==> src/rtl/x_clkdiv_multi.sv <==
// Multi-channel clock divider producing per-channel enable pulses and divided levels,
// gated by a shared acquire/lock state machine.
module x_clkdiv_multi #(
    parameter int unsigned NUM_CH                = 4,
    parameter int unsigned CNT_W                 = 8,
    parameter int unsigned LOCK_CYCLES           = 16,
    parameter string       DUTY_CYCLE_CORRECTION = "TRUE"
) (
    input  logic                      CLKIN,
    input  logic                      RST,
    input  logic [NUM_CH*CNT_W-1:0]   DIV,
    input  logic [NUM_CH*CNT_W-1:0]   PHASE,
    input  logic                      CFG_LOAD,
    output logic [NUM_CH-1:0]         CLKEN,
    output logic [NUM_CH-1:0]         CLKDV,
    output logic                      LOCKED
);

    localparam int unsigned LOCK_W = $clog2(LOCK_CYCLES + 1);
    localparam int unsigned REL_W  = CNT_W + 1;
    localparam bit          DCC_ON = (DUTY_CYCLE_CORRECTION == "TRUE");

    typedef enum logic [1:0] {
        ST_RESET   = 2'd0,
        ST_ACQUIRE = 2'd1,
        ST_LOCKED  = 2'd2
    } state_t;

    state_t            r_state;
    state_t            w_state_nxt;
    logic [LOCK_W-1:0] r_lock_cnt;
    logic [LOCK_W-1:0] w_lock_cnt_nxt;
    logic              r_locked;
    logic              w_locked_nxt;
    logic              w_lock_done;

    // Last acquire cycle: the increment on this edge reaches LOCK_CYCLES.
    assign w_lock_done = (r_lock_cnt >= LOCK_W'(LOCK_CYCLES - 1));

    always_ff @(posedge CLKIN) begin
        if (RST) begin
            r_state    <= ST_RESET;
            r_lock_cnt <= '0;
            r_locked   <= 1'b0;
        end else begin
            r_state    <= w_state_nxt;
            r_lock_cnt <= w_lock_cnt_nxt;
            r_locked   <= w_locked_nxt;
        end
    end

    always_comb begin
        w_state_nxt    = r_state;
        w_lock_cnt_nxt = r_lock_cnt;
        case (r_state)
            ST_RESET, ST_ACQUIRE: begin
                if (CFG_LOAD) begin
                    w_state_nxt    = ST_ACQUIRE;
                    w_lock_cnt_nxt = '0;
                end else begin
                    w_state_nxt    = w_lock_done ? ST_LOCKED : ST_ACQUIRE;
                    w_lock_cnt_nxt = r_lock_cnt + LOCK_W'(1);
                end
            end
            ST_LOCKED: begin
                if (CFG_LOAD) begin
                    w_state_nxt    = ST_ACQUIRE;
                    w_lock_cnt_nxt = '0;
                end
            end
            default: begin
                w_state_nxt    = ST_RESET;
                w_lock_cnt_nxt = '0;
            end
        endcase
        w_locked_nxt = (w_state_nxt == ST_LOCKED);
    end

    assign LOCKED = r_locked;

    for (genvar g = 0; g < NUM_CH; g++) begin : gen_ch
        logic [CNT_W-1:0] w_div_in;
        logic [CNT_W-1:0] w_ph_in;
        logic [CNT_W-1:0] w_d;
        logic [CNT_W-1:0] w_p;
        logic [CNT_W-1:0] r_div;
        logic [CNT_W-1:0] r_phase;
        logic [CNT_W-1:0] r_cnt;
        logic [REL_W-1:0] w_rel;
        logic [REL_W-1:0] w_hi;

        assign w_div_in = DIV[g*CNT_W +: CNT_W];
        assign w_ph_in  = PHASE[g*CNT_W +: CNT_W];
        // Sanitise at capture so the datapath only ever sees D>=1 and P<D.
        assign w_d = (w_div_in == '0) ? CNT_W'(1) : w_div_in;
        assign w_p = (w_ph_in >= w_d) ? (w_d - CNT_W'(1)) : w_ph_in;

        always_ff @(posedge CLKIN) begin
            if (RST || CFG_LOAD) begin
                r_div   <= w_d;
                r_phase <= w_p;
                r_cnt   <= '0;
            end else if (r_cnt >= (r_div - CNT_W'(1))) begin
                r_cnt   <= '0;
            end else begin
                r_cnt   <= r_cnt + CNT_W'(1);
            end
        end

        assign w_rel = (r_cnt >= r_phase)
                     ? (REL_W'(r_cnt) - REL_W'(r_phase))
                     : (REL_W'(r_cnt) + REL_W'(r_div) - REL_W'(r_phase));
        assign w_hi  = DCC_ON ? ((REL_W'(r_div) + REL_W'(1)) >> 1) : REL_W'(1);

        assign CLKEN[g] = r_locked & (r_cnt == r_phase);
        assign CLKDV[g] = r_locked & (w_rel < w_hi);
    end

endmodule
==> config.mk <==
export PLATFORM = sky130hd
export DESIGN_NAME = x_clkdiv_multi
export DESIGN_NICKNAME = d
export VERILOG_FILES = /design/src/rtl/x_clkdiv_multi.sv
export SDC_FILE = /design/constraint.sdc
export NUM_CORES = 1
export LEC_CHECK = 0
export ABC_AREA = 0
export CORE_AREA = 5 5 151 153
export CTS_CLUSTER_SIZE = 40
export DETAILED_ROUTE_END_ITERATION = 8
export DIE_AREA = 0 0 156 158
export PLACE_DENSITY = 0.76
export SETUP_SLACK_MARGIN = 0.05
export SYNTH_ARGS = -nofsm -noshare
export SYNTH_HDL_FRONTEND = slang
export SYNTH_SLANG_ARGS = --single-unit
==> constraint.sdc <==
create_clock -name CLKIN -period 4.55 [get_ports CLKIN]
set_input_delay 0.91 -clock CLKIN [delete_from_list [all_inputs] [get_ports CLKIN]]
set_output_delay 0.91 -clock CLKIN [all_outputs]
set_load 0.1 [all_outputs]
After elaboration in Yosys (flattened, before gate mapping)
Index checks and enable logic that the tools add are counted.
Storage, ports and cells
  bits in registers: 104
  bits of input ports: 67
  output and inout bits: 9
  word-level logic and storage cells: 107
Cells by class
  $add $sub $neg: 29
  order comparisons: 17
  equality and inequality tests: 8
  multiplexer cells: 19
  bitwise gates (word level): 8
  reduce and logical (&&, ||, !) cells: 11
Operator list (count)
  $ge A8 B8 Y1: 12
  $mux W8: 8
  $sub A8 B1 Y8 const B: 8
  $add A8 B1 Y9 const B: 4
  $add A8 B8 Y9: 4
  $lt A9 B8 Y1: 4
  $mux W9: 4
  $sub A8 B8 Y9: 4
  $sub A9 B8 Y9: 4
  $add A8 B1 Y8 const B: 4
  $eq A8 B8 Y1: 4
  $logic_not A8 Y1: 4
  $mux W5: 2
  $pmux W5 S2: 1
  $reduce_or A2 Y1: 5
  $and A1 B1 Y1: 8
  $mux W2: 3
  $add A5 B1 Y5 const B: 1
  $ge A5 B4 Y1 const B: 1
  $eq A2 B2 Y1 const B: 2
  $pmux W2 S2: 1
  $eq A2 B1 Y1 const B: 1
  $logic_not A2 Y1: 1
  $ne A2 B2 Y1 const B: 1
  $logic_or A1 B1 Y1: 1

Depth between registers and ports, before layout
Gate-level depths: netlist of the first run.
  depth in word-level cells: 5
  mapped depth: 18
  mapped depth without buffers: 18

Least setup slack after synthesis of the first run
Ideal clock, no wire load.
  kind: reg-to-output
  start point: register gen_ch[1].r_div[2]
  end point: output port CLKDV[1]
  arrival time: 5616 ps
  required time: 3640 ps
  slack: -1976 ps
  stages on the path, launching flop included: 19
  path buffers: 1
  path through: edfxtp_1 clkbuf_1 inv_1 fa_1 inv_1 ha_1 a21oi_1 nor2b_1 a311oi_1 xnor2_1 nand2_1 o21ai_0 ha_1 a21o_1 a211oi_1 nand3_1 nor4_1 a211oi_1 a211oi_1
On the way
  longest elaborated chain between the ends: 5
  elaborated cells on any way between the ends: 6
  those cells by class: 3 x add/sub; 1 x order compare; 1 x mux; 1 x bitwise
Ends and longest elaborated chain
  start, declared: line 86  | logic [CNT_W-1:0] r_div;
  start signal, assigned: line 100  | r_div <= w_d;
  $add A8 B8 Y9: line 112  | : (REL_W'(r_cnt) + REL_W'(r_div) - REL_W'(r_phase));
  $sub A9 B8 Y9: line 112
  $mux W9: line 111  | ? (REL_W'(r_cnt) - REL_W'(r_phase))
  $lt A9 B8 Y1 *: line 116  | assign CLKDV[g] = r_locked & (w_rel < w_hi);
  $and A1 B1 Y1 *: line 116
  end, declared: line 15  | output logic [NUM_CH-1:0] CLKDV,
Every way passes the cells marked *; elsewhere a longest branch is shown, timed or not.

Worst setup path in the final report of the first run
  start point: register gen_ch[1].r_div[1]
  end point: output port CLKDV[1]
The elaborated chain is that of the path after synthesis.

==> run metrics, run 1 <==
hpwl dp 22.8 mm; Non-Filler Instances 1751; Longest Clk Path Bufs 2; endpoint type of the worst setup path output port; failing checks negative setup slack; layout cell share with drive strength beyond 1 18.5%; unrepaired setup endpoints after global routing true; CTS tree done; Initial DRC Count 552; H-tree lvl count 3; synthesized netlist cell count 1325; status finished, violations left; Hold Fails Final Rpt 0; first-pass GRT wire length 45.1 mm; Async S/R FF share, synth 0%; DR WL/cell 15.8 um; prevailing post-synth register cell edfxtp_1; Slew @ Worst Pin just under 1 ns; Port Buffers 75; initial antenna violation count 0; Worst Path Max Fanout 2; Cell variety after synth ~70; final setup margin -0.457 ns; Fmax 200 MHz; syn_nets 1602; period utilization 110%; total iterations of the first detailed-routing run 5; gr ovfl total 0; Via-to-Cell Ratio between 5 and 6; post-place setup slack -0.215 ns; warnings from Yosys 0; DRC violations left 0; Avg Cell Area, Syn 8.72 um^2; register area share after synthesis 23.6%; Placed Cells 1722; clock sink count 104; ANT nets after route 0; hold_ws 0.432 ns; die area 24600 um^2; die width 156 um; CTS Buf Count 9; synthesized area 11600 um^2; clk_skew between 0.006 and 0.007 ns; routed wire length 27.7 mm; vias in the first global route ~9600; Core Area 21400 um^2; die height between 150 and 200 um; Slew Viols, Final 0; Placer Congestion 0.910; CP Launch Type flop; hold crit path type flop to flop; # Max-Cap Violations 0; Initial Utilization 53.9%; # rows 54; Post-synth EDFFs 64; pin count of the biggest net entering global routing 43; Slew HR 35.5%; GR Util All Layers 22.4%; min cycle time layout 5.01 ns; setup TNS -1.32 ns; Worst IR Drop VDD 0.000200 V; CTS Hold Buffers Added 0; Antenna diodes 0; WS Path Type flop to output port; Syn-to-layout area delta 22.1%; critical path required time about 3.6 ns; PwrDens 319 nW/um^2; clock latency on the worst-skew pair ~0.36 ns; IO Count 76; Clock transition at path regs around 0.070 ns; FF+latch count, synth 104; Data arrival, critical path 4.10 ns; vias 9651; Pleak 6.17 nW; clock root buffer clkbuf_16; count of final setup violators 4; Final nets roughly 1700
## worst paths after layout
kind,start,slack [ns],endpoint,depth (start not counted)
setup reg to reg,gen_ch[0].r_div[0],1.67,gen_ch[0].r_cnt[2],12
hold / removal,gen_ch[3].r_cnt[0],0.43,gen_ch[3].r_cnt[0],1
setup / recovery,gen_ch[1].r_div[1],-0.46,CLKDV[1],18
hold reg to reg,gen_ch[3].r_cnt[0],0.43,gen_ch[3].r_cnt[0],1
## what timing repair did
item	CTS	global route
setup endpoints to repair	4	4
gates resized for setup	17	22
buffers inserted	10	3
pin swaps	32	14
## flip-flops by register name, indices dropped and copies added (netlist names)
register	flops
gen_ch.r_div	32
r_lock_cnt	5
r_state	2
LOCKED	1
gen_ch.r_cnt	32
gen_ch.r_phase	32
## cell families (layout without fill, tap and decap cells)
logic type | after synthesis | count (layout) | synth area share (%)
and+or+nand+nor | 325 | 325 | 14.1
buffers and inverters | 270 | 416 | 9.07
AOI/OAI and AO/OA | 246 | 246 | 14.6
adders and majority gates | 210 | 210 | 25.1
xor gates and xnor gates | 131 | 131 | 9.93
DFF | 104 | 104 | 23.6
muxes | 39 | 39 | 3.65
## cell usage in the layout (no fill, tap or decap), drive strengths merged, types with 4 or more instances in the layout
cell | netlist | final
nand2 | 46 | 46
dfxtp | 40 | 40
nor2b | 16 | 16
o2111ai | 4 | 4
and3 | 8 | 8
inv | 221 | 222
or2 | 6 | 6
nor3 | 43 | 43
nand3 | 53 | 53
o21a | 16 | 16
o211ai | 10 | 10
mux2i | 14 | 14
a211oi | 19 | 19
fa | 36 | 36
xnor2 | 113 | 113
nand4 | 12 | 12
a21o | 19 | 19
nor2 | 92 | 92
ha | 174 | 174
clkdlybuf4s50 | 0 | 68
o22ai | 4 | 4
a31oi | 6 | 6
o21ai | 44 | 44
o31a | 4 | 4
clkbuf | 42 | 10
o31ai | 7 | 7
nand2b | 13 | 13
o21bai | 12 | 12
edfxtp | 64 | 64
nor4 | 18 | 18
o41ai | 6 | 6
buf | 7 | 111
a21oi | 61 | 61
mux2 | 25 | 25
a211o | 8 | 8
xor2 | 18 | 18
## per-layer routing
layer  vias to the layer above  GRT usage [%]  routed length (um)
met1                      4560           27.4               12100
met3                        37           1.80                 695
met2                       183           42.3               14400
met5                         -              0                   0
met4                         0           6.17                 504
li1                       4871              -                   -
## cell type report
type	instances	area (um^2)
inverter	221	830
timing repair buffer	179	1570
sequential	104	2740
multi-input combinational	951	8300
clock buffer	10	239
clock inverter	6	81.3
tap	280	350
fill	1716	7310
## worst max-delay path, stage by stage, from the launching register on
cell and delay (ns):
edfxtp_1 0.40, inv_2 0.09, fa_1 0.43, inv_2 0.10
ha_4 0.20, a211oi_2 0.18, o21bai_1 0.11, a2111oi_1 0.35
nor3_1 0.12, xnor2_1 0.14, mux2i_1 0.09, ha_1 0.34
a211oi_2 0.29, nand3_2 0.16, buf_6 0.15, nor2_4 0.07
a211oi_2 0.09, a211oi_4 0.20, buf_12 0.21
## Yosys cell counts, drive strengths merged, types with 25 or more instances
cell / instances / area [um^2]
nand2: 46 / 173
o21ai: 44 / 228
mux2: 25 / 282
clkbuf: 42 / 161
nor3: 43 / 220
a21oi: 61 / 305
ha: 174 / 2180
xnor2: 113 / 990
nor2: 92 / 348
nand3: 53 / 265
fa: 36 / 721
dfxtp: 40 / 801
edfxtp: 64 / 1920
inv: 221 / 830
## power by group
part / internal (mW) / switching (mW) / leakage (nW)
Sequential: 1.09 / 0.0656 / 0.981
Combinational: 1.23 / 1.26 / 5.03
Clock: 0.495 / 0.351 / 0.158
Total: 2.82 / 1.68 / 6.17
## per-stage QoR
stage	area, um^2	power (mW)	util, %
2_1_floorplan	12000	2.90	-
3_3_place_gp	13500	3.43	63.1
3_5_place_dp	13500	3.51	63.1
4_1_cts	14000	4.46	65.4
5_1_grt	14100	4.83	65.9
6_report	14100	4.50	65.9
Power figures use the tool's default switching activity.
==> run 2, diff against run 1 <==
- CTS_CLUSTER_SIZE: 40 -> 28
==> results of run 2 <==
Final layout, timing and power as in run 1 (identical DEF).
==> run 3, diff against run 2 <==
- CTS_BUF_LIST: default -> sky130_fd_sc_hd__clkbuf_4
==> run metrics, run 3 (same netlist as run 1, synthesis figures left out) <==
status finished, violations left; failing checks negative setup slack; GR Util All Layers a little over a fifth; most common cell after layout, fill and taps aside inv_1; Data arrival, critical path 4.22 ns; count of final setup violators 4; routed wire length 27.2 mm; clk_skew 0.0130 ns; switching share of power 39.1%; die height 158 um; total iterations of the first detailed-routing run 5; period utilization 113%; vias in the first global route 9479; clock latency on the worst-skew pair approximately 0.45 ns; Clock transition at path regs 0.15 ns; Initial DRC Count 529; IO Count 76; ANT nets after route 0; die width 156 um; endpoint type of the worst setup path output port; FF/Latch Area 2740 um^2; CP dominant cell by count a211oi_2; critical path required time 3.64 ns; Placed Cells 1722; first-pass GRT wire length 44.4 mm; DRC violations left 0; WS Path Type flop to output port; unrepaired setup endpoints after global routing true; Initial Utilization 53.9%; H-tree lvl count 3; clock sink count between 100 and 150; Hold Fails Final Rpt 0; Flop pwr share 27.7%; clock share of power 12.7%; post-place setup slack -0.215 ns; Core Area around 21000 um^2; critical path depth in cells 18; CTS tree done; WP buf/inv 5; pin count of the biggest net entering global routing 43; Worst IR Drop VDD 0.000216 V; min cycle time layout between 5 and 6 ns; hold depth 1; CTS Buf Count 9; CP delay by family, top compound AO/OA/AOI/OAI gates; Final nets 1742; Port Buffers 75; hold crit path type flop to flop; Slew Viols, Final 0; Non-Filler Instances 1752; Internal around 2.5 mW; Worst path max stage delay 0.43 ns; hpwl dp 22.8 mm; R2R depth 12; PwrDens about 300 nW/um^2; layout cell share with drive strength beyond 1 18.1%; Placer Congestion 0.910; CTS Hold Buffers Added 0; Slew HR 35.4%; DR WL/cell 15.5 um; initial antenna violation count 1; gr ovfl total 0; Regs by FF count gen_ch.r_cnt: 32 flops, gen_ch.r_div: 32 flops, gen_ch.r_phase: 32 flops; # rows 54; FILL cells approximately 1700; most frequent cells in the layout inv_1 (197), ha_1 (155), xnor2_1 (113); vias approximately 9600; Via-to-Cell Ratio between 5 and 6; Longest Clk Path Bufs 2; Pleak 6.09 nW; Syn-to-layout area delta 20.5%; CP Launch Type flop; Fmax 195 MHz; CP max-delay cell edfxtp_1; Combinational Power Share 59.6%; Worst Path Max Fanout 2; footprint of the multi-input gates approximately 8300 um^2; clock root buffer clkbuf_4; die area 24600 um^2; CP cell instances inv_2 -> fa_1 -> inv_2 -> ha_4 -> a211oi_2 -> o21bai_1 -> a2111oi_1 -> nor3_1 -> xnor2_1 -> mux2i_1 -> ha_1 -> a211oi_2 -> buf_4 -> buf_4 -> nor2b_2 -> a211oi_2 -> a211oi_4 -> buf_12; # Max-Cap Violations 0; NetSw 1.63 mW; final setup margin -0.581 ns; Slew @ Worst Pin between 0.9 and 1 ns
run 3: changes by cell type in the layout (fill, tap and decap cells not counted), moves of 2 or more:
cell	change
clkbuf_4	+9
diode_2	+2
ha_1	+3
ha_2	-3
clkbuf_16	-9
run 3: what timing repair did:
item | CTS | global route
gates cloned | 0 | 0
setup buffers | 10 | 2
pin swaps | 33 | 12
gates resized for setup | 17 | 17
endpoints found under the hold margin | 0 | 0
setup endpoints to repair | 4 | 4
run 3: final timing paths:
kind,slack (ns),start,endpoint
worst max-delay path,-0.58,gen_ch[1].r_div[1],CLKDV[1]
worst min register to register,0.44,gen_ch[3].r_cnt[0],gen_ch[3].r_cnt[0]
worst min-delay path,0.44,gen_ch[3].r_cnt[0],gen_ch[3].r_cnt[0]
worst max register to register,1.69,gen_ch[0].r_div[0],gen_ch[0].r_cnt[3]
run 3: area by class of cell:
type	count	area share, %
clock inverter	7	0.611
tap	280	2.52
antenna	2	0.0359
timing repair buffer	178	11.2
inverter	221	5.96
multi-input combinational	951	59.5
sequential	104	19.7
clock buffer	9	0.485
run 3: worst register-to-register path: cells and delay by family (launching register included):
kind	cells	cell delay [ns]
and+or+nand+nor	4	0.67
xor gates and xnor gates	1	0.15
AOI/OAI and AO/OA	3	0.77
DFF	1	0.49
adders and majority gates	2	0.47
buffers and inverters	2	0.26
run 3: routing by layer:
layer	GRT usage, %	part of all wire, %	wire length [um]
met5	0	0	0
met3	1.61	2.8	767
met2	41.3	52	14100
met1	27.1	44	11900
met4	5.42	1.6	445
run 3: through the flow:
step | power (mW) | util [%] | area [um^2] | setup TNS [ns] | hold slack, ns
5_1_grt | 4.50 | 65.0 | 13900 | -2.82 | 0.454
4_1_cts | 4.14 | 64.6 | 13800 | -1.99 | 0.443
2_1_floorplan | 2.90 | - | 12000 | -1.22 | 0.420
3_5_place_dp | 3.51 | 63.1 | 13500 | -0.362 | 0.455
6_report | 4.17 | 65.0 | 13900 | -1.79 | 0.442
3_3_place_gp | 3.43 | 63.1 | 13500 | -0.0984 | 0.449
run 3: power groups by stage:
| stage | Combinational [mW] | Clock [mW] | Sequential [mW] |
|---|---|---|---|
| after CTS | 2.44 | 0.547 | 1.16 |
| after global routing | 2.76 | 0.580 | 1.17 |
| after global placement | 2.25 | 0 | 1.17 |
| final | 2.48 | 0.530 | 1.16 |
| after floorplan | 1.73 | 0 | 1.17 |
| after detailed placement | 2.33 | 0 | 1.18 |
